**src/rtl/rv32_pipe_pkg.sv**
```systemverilog
// Shared RV32 pipeline definitions: datapath widths and control-field encodings.
package rv32_pipe_pkg;

    localparam int XLEN    = 32;
    localparam int ALUOP_W = 5;
    localparam int REG_W   = 5;

    // ALU operation encodings carried in the ALU opcode field
    typedef enum logic [ALUOP_W-1:0] {
        ALU_ADD  = 5'd0,
        ALU_SUB  = 5'd1,
        ALU_SLL  = 5'd2,
        ALU_SLT  = 5'd3,
        ALU_SLTU = 5'd4,
        ALU_XOR  = 5'd5,
        ALU_SRL  = 5'd6,
        ALU_SRA  = 5'd7,
        ALU_OR   = 5'd8,
        ALU_AND  = 5'd9,
        ALU_LUI  = 5'd10,
        ALU_MUL  = 5'd11,
        ALU_DIV  = 5'd12,
        ALU_REM  = 5'd13
    } alu_op_e;

    // Write-back source select
    typedef enum logic [1:0] {
        WB_ALU = 2'd0,
        WB_MEM = 2'd1,
        WB_PC4 = 2'd2,
        WB_CSR = 2'd3
    } wb_sel_e;

    // Branch / jump kind; zero means no control transfer
    typedef enum logic [3:0] {
        BR_NONE = 4'd0,
        BR_BEQ  = 4'd1,
        BR_BNE  = 4'd2,
        BR_BLT  = 4'd3,
        BR_BGE  = 4'd4,
        BR_BLTU = 4'd5,
        BR_BGEU = 4'd6,
        BR_JAL  = 4'd7,
        BR_JALR = 4'd8
    } br_jmp_e;

    // Immediate format select used by the decoder
    typedef enum logic [2:0] {
        IMM_I = 3'd0,
        IMM_S = 3'd1,
        IMM_B = 3'd2,
        IMM_U = 3'd3,
        IMM_J = 3'd4
    } imm_sel_e;

endpackage

```
**src/rtl/lu_hazard_detect.sv**
```systemverilog
// Load-use hazard detector: a load sitting in EX whose destination is read
// by the instruction in ID must be separated from it by one bubble.
module lu_hazard_detect
    import rv32_pipe_pkg::*;
(
    input  logic             ex_valid_i,
    input  logic             ex_mem_read_i,
    input  logic [REG_W-1:0] ex_rd_i,
    input  logic             id_valid_i,
    input  logic             id_uses_rs1_i,
    input  logic [REG_W-1:0] id_rs1_i,
    input  logic             id_uses_rs2_i,
    input  logic [REG_W-1:0] id_rs2_i,
    input  logic             flush_i,
    input  logic             hold_i,
    output logic             lu_stall_o
);

    logic load_in_ex;
    logic rs1_hit;
    logic rs2_hit;

    // x0 is never a real producer, so a load to x0 cannot create a hazard.
    // Flush and hold take priority over the bubble, so the stall is masked then.
    always_comb begin
        load_in_ex = ex_valid_i && ex_mem_read_i && (ex_rd_i != '0);
        rs1_hit    = id_uses_rs1_i && (id_rs1_i == ex_rd_i);
        rs2_hit    = id_uses_rs2_i && (id_rs2_i == ex_rd_i);
        lu_stall_o = load_in_ex && id_valid_i && (rs1_hit || rs2_hit)
                     && !flush_i && !hold_i;
    end

endmodule

```
**src/rtl/id_ex_pipe_reg.sv**
```systemverilog
// ID/EX pipeline register with flush, hold and load-use bubble insertion.
module id_ex_pipe_reg #(
    parameter int XLEN    = rv32_pipe_pkg::XLEN,
    parameter int ALUOP_W = rv32_pipe_pkg::ALUOP_W
) (
    input  logic               clk,
    input  logic               rst_n,
    input  logic               hold_i,
    input  logic               flush_i,
    input  logic               id_valid_i,
    input  logic [XLEN-1:0]    id_pc_i,
    input  logic [XLEN-1:0]    id_data1_i,
    input  logic [XLEN-1:0]    id_data2_i,
    input  logic [XLEN-1:0]    id_imm_ext_i,
    input  logic [4:0]         id_rs1_i,
    input  logic [4:0]         id_rs2_i,
    input  logic [4:0]         id_rd_i,
    input  logic               id_uses_rs1_i,
    input  logic               id_uses_rs2_i,
    input  logic [ALUOP_W-1:0] id_alu_op_i,
    input  logic [2:0]         id_funct3_i,
    input  logic               id_alu_src1_i,
    input  logic               id_alu_src2_i,
    input  logic [1:0]         id_wb_sel_i,
    input  logic               id_reg_write_i,
    input  logic               id_mem_read_i,
    input  logic               id_mem_write_i,
    input  logic [3:0]         id_br_jmp_i,
    output logic               ex_valid_o,
    output logic [XLEN-1:0]    ex_pc_o,
    output logic [XLEN-1:0]    ex_data1_o,
    output logic [XLEN-1:0]    ex_data2_o,
    output logic [XLEN-1:0]    ex_imm_ext_o,
    output logic [4:0]         ex_rs1_o,
    output logic [4:0]         ex_rs2_o,
    output logic [4:0]         ex_rd_o,
    output logic               ex_uses_rs1_o,
    output logic               ex_uses_rs2_o,
    output logic [ALUOP_W-1:0] ex_alu_op_o,
    output logic [2:0]         ex_funct3_o,
    output logic               ex_alu_src1_o,
    output logic               ex_alu_src2_o,
    output logic [1:0]         ex_wb_sel_o,
    output logic               ex_reg_write_o,
    output logic               ex_mem_read_o,
    output logic               ex_mem_write_o,
    output logic [3:0]         ex_br_jmp_o,
    output logic               lu_stall_o
);

    import rv32_pipe_pkg::*;

    typedef struct packed {
        logic               valid;
        logic [XLEN-1:0]    pc;
        logic [XLEN-1:0]    data1;
        logic [XLEN-1:0]    data2;
        logic [XLEN-1:0]    imm_ext;
        logic [REG_W-1:0]   rs1;
        logic [REG_W-1:0]   rs2;
        logic [REG_W-1:0]   rd;
        logic               uses_rs1;
        logic               uses_rs2;
        logic [ALUOP_W-1:0] alu_op;
        logic [2:0]         funct3;
        logic               alu_src1;
        logic               alu_src2;
        logic [1:0]         wb_sel;
        logic               reg_write;
        logic               mem_read;
        logic               mem_write;
        logic [3:0]         br_jmp;
    } stage_t;

    stage_t id_s;
    stage_t ex_d;
    stage_t ex_q;
    logic   lu_stall;

    assign id_s = '{
        valid:     id_valid_i,
        pc:        id_pc_i,
        data1:     id_data1_i,
        data2:     id_data2_i,
        imm_ext:   id_imm_ext_i,
        rs1:       id_rs1_i,
        rs2:       id_rs2_i,
        rd:        id_rd_i,
        uses_rs1:  id_uses_rs1_i,
        uses_rs2:  id_uses_rs2_i,
        alu_op:    id_alu_op_i,
        funct3:    id_funct3_i,
        alu_src1:  id_alu_src1_i,
        alu_src2:  id_alu_src2_i,
        wb_sel:    id_wb_sel_i,
        reg_write: id_reg_write_i,
        mem_read:  id_mem_read_i,
        mem_write: id_mem_write_i,
        br_jmp:    id_br_jmp_i
    };

    lu_hazard_detect u_lu_hazard_detect (
        .ex_valid_i    (ex_q.valid),
        .ex_mem_read_i (ex_q.mem_read),
        .ex_rd_i       (ex_q.rd),
        .id_valid_i    (id_valid_i),
        .id_uses_rs1_i (id_uses_rs1_i),
        .id_rs1_i      (id_rs1_i),
        .id_uses_rs2_i (id_uses_rs2_i),
        .id_rs2_i      (id_rs2_i),
        .flush_i       (flush_i),
        .hold_i        (hold_i),
        .lu_stall_o    (lu_stall)
    );

    // Next-state select: flush, then hold, then bubble, then normal load.
    // A bubble is the same all-zero slot a flush produces.
    always_comb begin
        ex_d = ex_q;
        if (flush_i) begin
            ex_d = '0;
        end else if (hold_i) begin
            ex_d = ex_q;
        end else if (lu_stall) begin
            ex_d = '0;
        end else begin
            ex_d = id_s;
            if (!id_valid_i) begin
                ex_d.reg_write = 1'b0;
                ex_d.mem_read  = 1'b0;
                ex_d.mem_write = 1'b0;
                ex_d.br_jmp    = '0;
            end
        end
    end

    // Stage register; reset empties the EX slot without waiting for a clock.
    always_ff @(posedge clk or negedge rst_n) begin
        if (!rst_n) begin
            ex_q <= '0;
        end else begin
            ex_q <= ex_d;
        end
    end

    assign ex_valid_o     = ex_q.valid;
    assign ex_pc_o        = ex_q.pc;
    assign ex_data1_o     = ex_q.data1;
    assign ex_data2_o     = ex_q.data2;
    assign ex_imm_ext_o   = ex_q.imm_ext;
    assign ex_rs1_o       = ex_q.rs1;
    assign ex_rs2_o       = ex_q.rs2;
    assign ex_rd_o        = ex_q.rd;
    assign ex_uses_rs1_o  = ex_q.uses_rs1;
    assign ex_uses_rs2_o  = ex_q.uses_rs2;
    assign ex_alu_op_o    = ex_q.alu_op;
    assign ex_funct3_o    = ex_q.funct3;
    assign ex_alu_src1_o  = ex_q.alu_src1;
    assign ex_alu_src2_o  = ex_q.alu_src2;
    assign ex_wb_sel_o    = ex_q.wb_sel;
    assign ex_reg_write_o = ex_q.reg_write;
    assign ex_mem_read_o  = ex_q.mem_read;
    assign ex_mem_write_o = ex_q.mem_write;
    assign ex_br_jmp_o    = ex_q.br_jmp;
    assign lu_stall_o     = lu_stall;

endmodule

```
**config.mk**
```make
export PLATFORM = sky130hd
export DESIGN_NAME = id_ex_pipe_reg
export DESIGN_NICKNAME = d
export VERILOG_FILES = /design/src/rtl/rv32_pipe_pkg.sv /design/src/rtl/lu_hazard_detect.sv /design/src/rtl/id_ex_pipe_reg.sv
export SDC_FILE = /design/constraint.sdc
export NUM_CORES = 1
export LEC_CHECK = 0
export ABC_CLOCK_PERIOD_IN_PS = 2770
export CAP_MARGIN = 20
export CORE_ASPECT_RATIO = 1.25
export CORE_MARGIN = 2
export CORE_UTILIZATION = 42
export DETAILED_ROUTE_END_ITERATION = 8
export GPL_ROUTABILITY_DRIVEN = 1
export GPL_TIMING_DRIVEN = 0
export PLACE_DENSITY = 0.81
export SKIP_CTS_REPAIR_TIMING = 1
export SLEW_MARGIN = 20
export SYNTH_ARGS = -nofsm -noshare
export SYNTH_HDL_FRONTEND = slang
export SYNTH_HIERARCHICAL = 1
export SYNTH_SLANG_ARGS = --single-unit
```
**constraint.sdc**
```tcl
create_clock -name clk -period 2.77 [get_ports clk]
set_input_delay 0.6925 -clock clk [delete_from_list [all_inputs] [get_ports clk]]
set_output_delay 0.6925 -clock clk [all_outputs]
set_load 0.05 [all_outputs]
```
======== Word level (Yosys, flattened, before mapping) ========
Cells that the tools add are included.
storage, ports and cells
  flip-flop bits (word level) ............. 165
  bits in latches ......................... 0
  memory bits (writable) .................. 0
  bits in read-only memories .............. 0
  input bits .............................. 169
  output and inout port bits .............. 166
  logic and storage cells ................. 38
  memories ................................ 0
operators by class
  add/sub/neg operators ................... 0
  multipliers ............................. 0
  div/mod/pow operators ................... 0
  order comparisons ....................... 0
  equal/unequal tests ..................... 3
  shift operators ......................... 0
  mux-type cells .......................... 4
  bitwise logic cells ..................... 0
  reduce and logical (&&, ||, !) cells .... 12
operators with widths
  kind                                                                     count
  165-bit 2-to-1 mux                                                       3
  5-bit == test                                                            2
  1-bit logical AND                                                        8
  7-bit 2-to-1 mux                                                         1
  5-bit nonzero test                                                       1
  1-bit zero test                                                          2
  2-bit by 1-bit inequality test with 1-bit output, second input constant  1
  1-bit logical OR                                                         1

======== Depth between registers and ports, before layout ========
Gate-level depths: netlist of run 1.
  depth after elaboration ................. 9
  mapped depth ............................ 8
  depth with buffers taken out ............ 6

======== Cells and area by module ========
The synthesis of run 1 kept the hierarchy.
by module, submodules not included
  module            instances  cells an instance  area each (um^2)  seq. area each (um^2)
  id_ex_pipe_reg    1          732                7447.1            4129.0
  lu_hazard_detect  1          19                 143.9             0.0

======== Worst setup path before layout of run 1 ========
OpenSTA, ideal clock, no wires.
  path type ............................... input-to-reg
  from .................................... input id_rs2_i[1]
  to ...................................... register ex_q, in the netlist ex_alu_op_o[4]
  library setup time ...................... 0.136 ns
  arrival time ............................ 2.776 ns
  required time ........................... 2.634 ns
  slack ................................... -0.143 ns
  cell stages on the path ................. 8
  buffers on the path ..................... 2
  cells stage by stage .................... xor2_1 -> nor4_1 -> nand3_1 -> a21oi_1 -> buf_6 -> clkbuf_1 -> or3b_1 -> a21oi_1
between the ends
  word-level cells in the longest chain between the ends .. 9
ends and longest elaborated chain
  item                             line                    RTL
  start: declaration               id_ex_pipe_reg.sv:16    input logic [4:0] id_rs2_i,
  5-bit == test                    lu_hazard_detect.sv:28  rs2_hit = id_uses_rs2_i && (id_rs2_i == ex_rd_i);
  1-bit logical AND                lu_hazard_detect.sv:28
  1-bit logical OR                 lu_hazard_detect.sv:29  lu_stall_o = load_in_ex && id_valid_i && (rs1_hit || rs2_hit)
  1-bit logical AND                lu_hazard_detect.sv:29
  1-bit logical AND (2 in series)  lu_hazard_detect.sv:30  && !flush_i && !hold_i;
  via lu_stall_o                   id_ex_pipe_reg.sv:48    output logic lu_stall_o
  165-bit 2-to-1 mux               id_ex_pipe_reg.sv:124   end else if (lu_stall) begin
  165-bit 2-to-1 mux               id_ex_pipe_reg.sv:122   end else if (hold_i) begin
  165-bit 2-to-1 mux               id_ex_pipe_reg.sv:120   if (flush_i) begin
  end signal: assignment           id_ex_pipe_reg.sv:140   ex_q <= '0;
  end signal: assignment           id_ex_pipe_reg.sv:142   ex_q <= ex_d;
  end: declaration                 id_ex_pipe_reg.sv:77    stage_t ex_q;
The timed path passes the listed nets, and every way through them passes these cells. The select of a mux whose other input is x is not followed.
A chain may end at the register's enable or synchronous reset.

======== Final worst setup path of run 1 ========
  from .................................... input hold_i
  to ...................................... output lu_stall_o
between the ends
  word-level cells in the longest chain between the ends .. 2
ends and longest elaborated chain
  item                line                    RTL
  start: declaration  id_ex_pipe_reg.sv:8     input logic hold_i,
  1-bit zero test     lu_hazard_detect.sv:30
  1-bit logical AND   lu_hazard_detect.sv:30
  end: declaration    id_ex_pipe_reg.sv:48
Every way passes these cells.

==> out/qor.yml, run 1 <==
outcome:
  run_status: "finished, final reports clean"
routing:
  vias: 6909
  drt_pre_antenna_iters: 4
  initialDrtViolationCount: 314
  wl_per_cell_um: 18.3
  wirelength_um: 24600
  drc: 0
  ant_nets: 0
  avgViaCountPerCell: 5.14
yosys:
  syn-num-nets: 920
  yosysWarnings: 6
  syn_area_per_cell_um2: 10.1
  syn_inst: 751
  yosysSeqAreaShare_pct: 54.4
  synth_cell_types: 18
  ys_ff_latch: 165
  netlist_area_mm2: 0.00759
timing:
  fmax_mhz: 370
  tightest_slew_ns: 0.685
  relSlewSlack_pct: 54.4
  final.setup_skew_ns: 0.00993
  fin_crit_sh_pct: 97.5
  hold_viol: 0
  rsz0062_at_grt: "no"
  drv_slew: 0
  min_period_ns: 2.70
  fin_setup_tns_ns: 0
  setup_viol: 0
worst_setup_path:
  path_class: "input pin to primary output"
  rrSetupSlack_ns: 0.24
  critPathSlowestCell: "clkdlybuf4s50_1"
  crit_chain: "clkdlybuf4s50_1 -> nor3_1 -> o211ai_2 -> a21oi_4 -> buf_8"
  worst-r2r-cell-count: 8
  cp.required_ns: 2.08
  crit_arrival_ns: 2.01
  cp-end-kind: "primary output"
  r2r-start: "ex_rd_o[3]"
  path_max_fanout: 7
  start_kind: "input pin"
  r2r_end: "ex_pc_o[29]"
  max_stage_delay_ns: 0.55
power_and_ir_drop:
  p_int_uw: 4390
  p_sw_uw: 1900
  powerDensity_mw_per_mm2: 530
  swShare_pct: 30.2
  power_frac_comb_pct: 22.2
  static-leakage-power_uw: 0.00503
  p_total_uw: 6290
  ir_drop_mv: 0.335
  clkPwrFrac_pct: 36.3
  pwr-share-seq_pct: 41.5
flow_run:
  drv_cap: 0
clock_tree:
  numCtsBuffers: 17
  clkTransAtPathRegs_ns: 0.06
  cts_buffer_depth: 2
  cts_tree: "built"
  clkLatencyLatePin_ns: 0.42
  cts_root_buf: "clkbuf_16"
  clock-sinks: 165
  htreeDepth: 4
place:
  hpwl_um: 18100
  gp_congestion: 0.815
  portBuffers: 334
  dp.cells: 1310
floorplan:
  die-area_mm2: 0.0192
  start_util_pct: 43.2
  io_pins: 335
  dieWidth_um: 124
  rows: 54
  dieHeight_um: 154
  core_mm2: 0.0176
hold_path:
  min_path_type: "input pin to async pin"
global_routing:
  gr-total-overflow: 0
  grt_pass1_vias: 6963
  grt_max_degree: 85
  grt_pass1_wl_um: 38700
  antenna_found_initial: 2
  grt_usage_pct: 25.4
layout:
  syn2layout_area_growth_pct: 56.4
  nets: 1275
  fin_util_pct: 67.6
  layout-drive-gt1-share_pct: 7.42
  fin_cells: 1345
[flip-flops by register name, summed over array words and instances (netlist names), 2 cells and up]
| register | cells |
|---|---|
| ex_imm_ext_o | 32 |
| ex_rs2_o | 5 |
| ex_data2_o | 32 |
| ex_rs1_o | 5 |
| ex_data1_o | 32 |
| ex_rd_o | 5 |
| ex_pc_o | 32 |
| ex_funct3_o | 3 |
| ex_alu_op_o | 5 |
| ex_wb_sel_o | 2 |
| ex_br_jmp_o | 4 |
[Yosys cell counts (all sizes together)]
| master | number | area share [%] |
|---|---|---|
| nand2 | 166 | 8.2 |
| buf | 35 | 3.6 |
| xnor2 | 2 | 0.23 |
| nor3 | 1 | 0.066 |
| xor2 | 8 | 0.92 |
| nand4bb | 7 | 1.0 |
| or3b | 158 | 18 |
| or4 | 1 | 0.099 |
| nor4 | 2 | 0.16 |
| clkbuf | 37 | 1.8 |
| nand3 | 2 | 0.13 |
| dfrtp | 165 | 54 |
| a21oi | 166 | 11 |
| o211ai | 1 | 0.16 |
[worst max path at each step]
stage | start | endpoint | slack [ns] | depth (start not counted)
floorplan | id_rs1_i[0] | ex_alu_op_o[4] | 0.20 | 8
global placement | rst_n | ex_data1_o[19] | -5.90 | 1
detailed placement | id_valid_i | lu_stall_o | -0.93 | 6
CTS | id_valid_i | lu_stall_o | -0.94 | 6
global route | id_rs2_i[1] | lu_stall_o | 0.01 | 6
finish | hold_i | lu_stall_o | 0.07 | 5
[power by group through the flow]
stage / Combinational (µW) / Sequential, µW / Clock [µW]
5_1_grt: 1480 / 2620 / 2420
6_report: 1400 / 2610 / 2290
3_5_place_dp: 1400 / 2650 / 0
4_1_cts: 1410 / 2610 / 2330
3_3_place_gp: 1390 / 2650 / 0
2_1_floorplan: 313 / 3080 / 0
[area by class of cell]
type / instances / area [µm²]
tap: 224 / 280
multi-input combinational: 514 / 3080
sequential: 165 / 4130
buffer: 72 / 410
clock buffer: 19 / 443
fill: 1428 / 5690
antenna: 2 / 5.00
clock inverter: 13 / 123
timing repair buffer: 336 / 3410
[per-layer routing]
metal	wire, µm	part of all wire, %	global-route usage [%]
met1	9500	39	30.0
met2	12700	52	44.6
met3	1730	7.1	6.85
met4	653	2.7	9.04
met5	0	0	0
[metrics by stage]
| step | setup slack, ns | cell area, µm² | hold slack (ns) |
|---|---|---|---|
| floorplan | 0.201 | 7590 | 0.397 |
| global placement | -5.90 | 11200 | 0.515 |
| detailed placement | -0.933 | 11300 | 0.520 |
| CTS | -0.938 | 11800 | 0.284 |
| global route | 0.0148 | 11900 | 0.281 |
| finish | 0.0694 | 11900 | 0.257 |
[layout by cell type (no fill, tap or decap), types with 4 or more instances in the layout]
cell	instances
clkdlybuf4s50_1	324
nand2_1	166
a21oi_1	165
dfrtp_1	165
or3b_1	150
clkbuf_1	37
buf_2	18
clkbuf_16	17
buf_6	14
or3b_2	8
dlymetal6s2s_1	8
xor2_1	8
nand4bb_1	7
buf_4	4
clkinvlp_4	4
inv_6	4
[worst max-delay path: cells and delay by family]
kind,cells,cell delay (ns)
buffers and inverters,2,0.72
and+or+nand+nor,1,0.28
AOI/OAI and AO/OA,2,0.31
[logic make-up after synthesis]
kind of cell              after synthesis  share of synthesized area [%]
AOI/OAI and AO/OA                     167                           11.1
and+or+nand+nor                       337                           27.9
DFF                                   165                           54.4
buffers and inverters                  72                           5.41
xor gates and xnor gates               10                           1.15
Power figures use the tool's default switching activity.
==> run 2, diff against run 1 <==
--- a/config.mk
+++ b/config.mk
@@ -10,6 +10,7 @@
 export CORE_ASPECT_RATIO = 1.25
 export CORE_MARGIN = 2
 export CORE_UTILIZATION = 42
+export CTS_CLUSTER_DIAMETER = 30
 export DETAILED_ROUTE_END_ITERATION = 8
 export GPL_ROUTABILITY_DRIVEN = 1
 export GPL_TIMING_DRIVEN = 0
==> results of run 2 <==
Final layout, timing and power as in run 1 (identical DEF).
==> run 3, diff against run 2 <==
--- a/config.mk
+++ b/config.mk
@@ -8,7 +8,6 @@
 export ABC_CLOCK_PERIOD_IN_PS = 2770
 export CAP_MARGIN = 20
 export CORE_ASPECT_RATIO = 1.25
-export CORE_MARGIN = 2
 export CORE_UTILIZATION = 42
 export CTS_CLUSTER_DIAMETER = 30
 export DETAILED_ROUTE_END_ITERATION = 8
==> run 3 against run 2 <==
Effect of this change:
- worst hold slack got worse by 0.042 ns
- sequential power hardly changed
- total power up 7.2%
- via count rose by 0.71%
- final area is 1.0% higher
- combinational power about the same
- first-iteration DRC count shrank 26%
- largest cell class unchanged
- highest routed layer unchanged
==> out/qor.yml, run 3 (synthesized netlist as in run 1, its figures left out) <==
timing:
  setup_viol: 0  # unchanged
  whs_ns: 0.216  # -0.0416 ns
  min_period_ns: 2.72  # +0.0233 ns
  fmax_mhz: 367  # -0.86%
  tightest_slew_ns: 0.720  # +0.0351 ns
  drv_slew: 0  # unchanged
  relSlewSlack_pct: 52.0  # -2.3 points
  fin_setup_tns_ns: 0  # unchanged
  final.setup_skew_ns: 0.00966  # -0.000271 ns
  fin_crit_sh_pct: 98.3  # +0.84 points
  hold_viol: 0  # unchanged
layout:
  mostFrequentLayoutCells: "clkdlybuf4s50_1 (323), nand2_1 (166), a21oi_1 (165), dfrtp_1 (165), or3b_1 (150)"
  final_common_cell: "clkdlybuf4s50_1"
  nets: 1276  # +0.078%
  fin_util_pct: 68.3  # +0.69 points
  syn2layout_area_growth_pct: 58.0
  fin_cells: 1345  # unchanged
  layout-drive-gt1-share_pct: 7.42  # unchanged
routing:
  vias: 6958  # +0.71%
  wirelength_um: 24800  # +1.1%
  ant_nets: 0  # unchanged
  drc: 0  # unchanged
  wl_per_cell_um: 18.5  # +1.1%
  initialDrtViolationCount: 233  # -26%
  avgViaCountPerCell: 5.17  # +0.71%
  drt_pre_antenna_iters: 5  # +1
worst_setup_path:
  path_class: "register to primary output"
  start_kind: "register"
  rrSetupSlack_ns: 0.25  # about the same
  cp-end-kind: "primary output"
  cp.required_ns: 2.08  # about the same
  worst-r2r-cell-count: 9  # +1
  crit_arrival_ns: 2.03  # +0.02 ns
  r2r_end: "ex_alu_op_o[2]"
  r2r-start: "ex_rd_o[2]"
  path_max_fanout: 5  # -2
clock_tree:
  clkTransAtPathRegs_ns: 0.06  # about the same
  cts_root_buf: "clkbuf_16"
  cts_buffer_depth: 2  # unchanged
  clkLatencyLatePin_ns: 0.43  # about the same
  htreeDepth: 4  # unchanged
  numCtsBuffers: 17  # unchanged
  clock-sinks: 165  # unchanged
  cts_tree: "built"
place:
  gp_congestion: 0.785  # -3.7%
  portBuffers: 334  # unchanged
  dp.cells: 1310  # unchanged
  hpwl_um: 17900  # -0.96%
global_routing:
  grt_pass1_vias: 7277  # +4.5%
  grt_max_degree: 98  # +15%
  antenna_found_initial: 3  # +1
  grt_pass1_wl_um: 38300  # -1.0%
  gr-total-overflow: 0  # unchanged
  grt_usage_pct: 26.7  # +1.3 points
floorplan:
  die-area_mm2: 0.0186  # -2.9%
  dieHeight_um: 152  # -1.3%
  dieWidth_um: 122  # -1.6%
  start_util_pct: 43.2  # unchanged
  io_pins: 335  # unchanged
  core_mm2: 0.0176  # unchanged
  rows: 54  # unchanged
power_and_ir_drop:
  p_total_uw: 6740  # +7.2%
  powerDensity_mw_per_mm2: 562  # +6.1%
  static-leakage-power_uw: 0.00510  # +1.4%
  ir_drop_mv: 0.342  # +2.3%
flow_run:
  drv_cap: 0  # unchanged
hold_path:
  min_path_type: "input pin to async pin"
outcome:
  run_status: "finished, final reports clean"
-- run 3: cell types whose count changed in the layout (fill, tap and decap cells not counted), sizes merged --
cell           previous run  this run
clkinvlp                  4         2
clkbuf                   56        57
bufinv                    1         6
inv                       4         2
clkdlybuf4s50           324       323
dlymetal6s2s              8         9
clkinv                    4         1
buf                      39        40
-- run 3: routing by layer --
layer	global-route usage, %	up-vias	part of all wire [%]
met4	11.1	0	2.7
met3	8.38	41	8.7
li1	-	3303	-
met1	28.7	3305	36
met2	47.4	309	52
met5	0	-	0
-- run 3: worst max-delay path by stage --
stage,from,to,slack [ns],cells past startpoint
final,ex_rd_o[2],lu_stall_o,0.05,5
after detailed placement,id_valid_i,lu_stall_o,-0.98,6
after floorplan,id_rs1_i[0],ex_alu_op_o[4],0.20,8
after global routing,ex_rd_o[2],lu_stall_o,-0.007,5
after CTS,id_rs1_i[0],lu_stall_o,-1.01,6
after global placement,rst_n,ex_data1_o[19],-5.87,1
-- run 3: where the power goes --
| part | internal (µW) | switching, µW |
|---|---|---|
| registers | 2530 | 78.4 |
| logic | 588 | 811 |
| clock network | 1740 | 989 |
-- run 3: critical path: stages (launching register included) --
cell and delay [ns]:
dfrtp_1 0.47, xor2_1 0.21, nor4_2 0.35, nand3_1 0.18
a21oi_4 0.23, buf_8 0.17
-- run 3: area by class of cell --
class                   count  area [µm²]
fillers                  1401        5570
flip-flops and latches    165        4130
repair buffers            337        3420
multi-input cells         514        3070
clock buffers              20         457
plain buffers              72         410
well taps                 224         280
clock inverters            11         221
diodes                      2        5.00
-- run 3: stage by stage --
stage               instance area (µm²)  worst slack [ns]
finish                            12000            0.0460
global route                      12000          -0.00666
CTS                               11900             -1.01
detailed placement                11300            -0.982
global placement                  11200             -5.87
floorplan                          7590             0.201
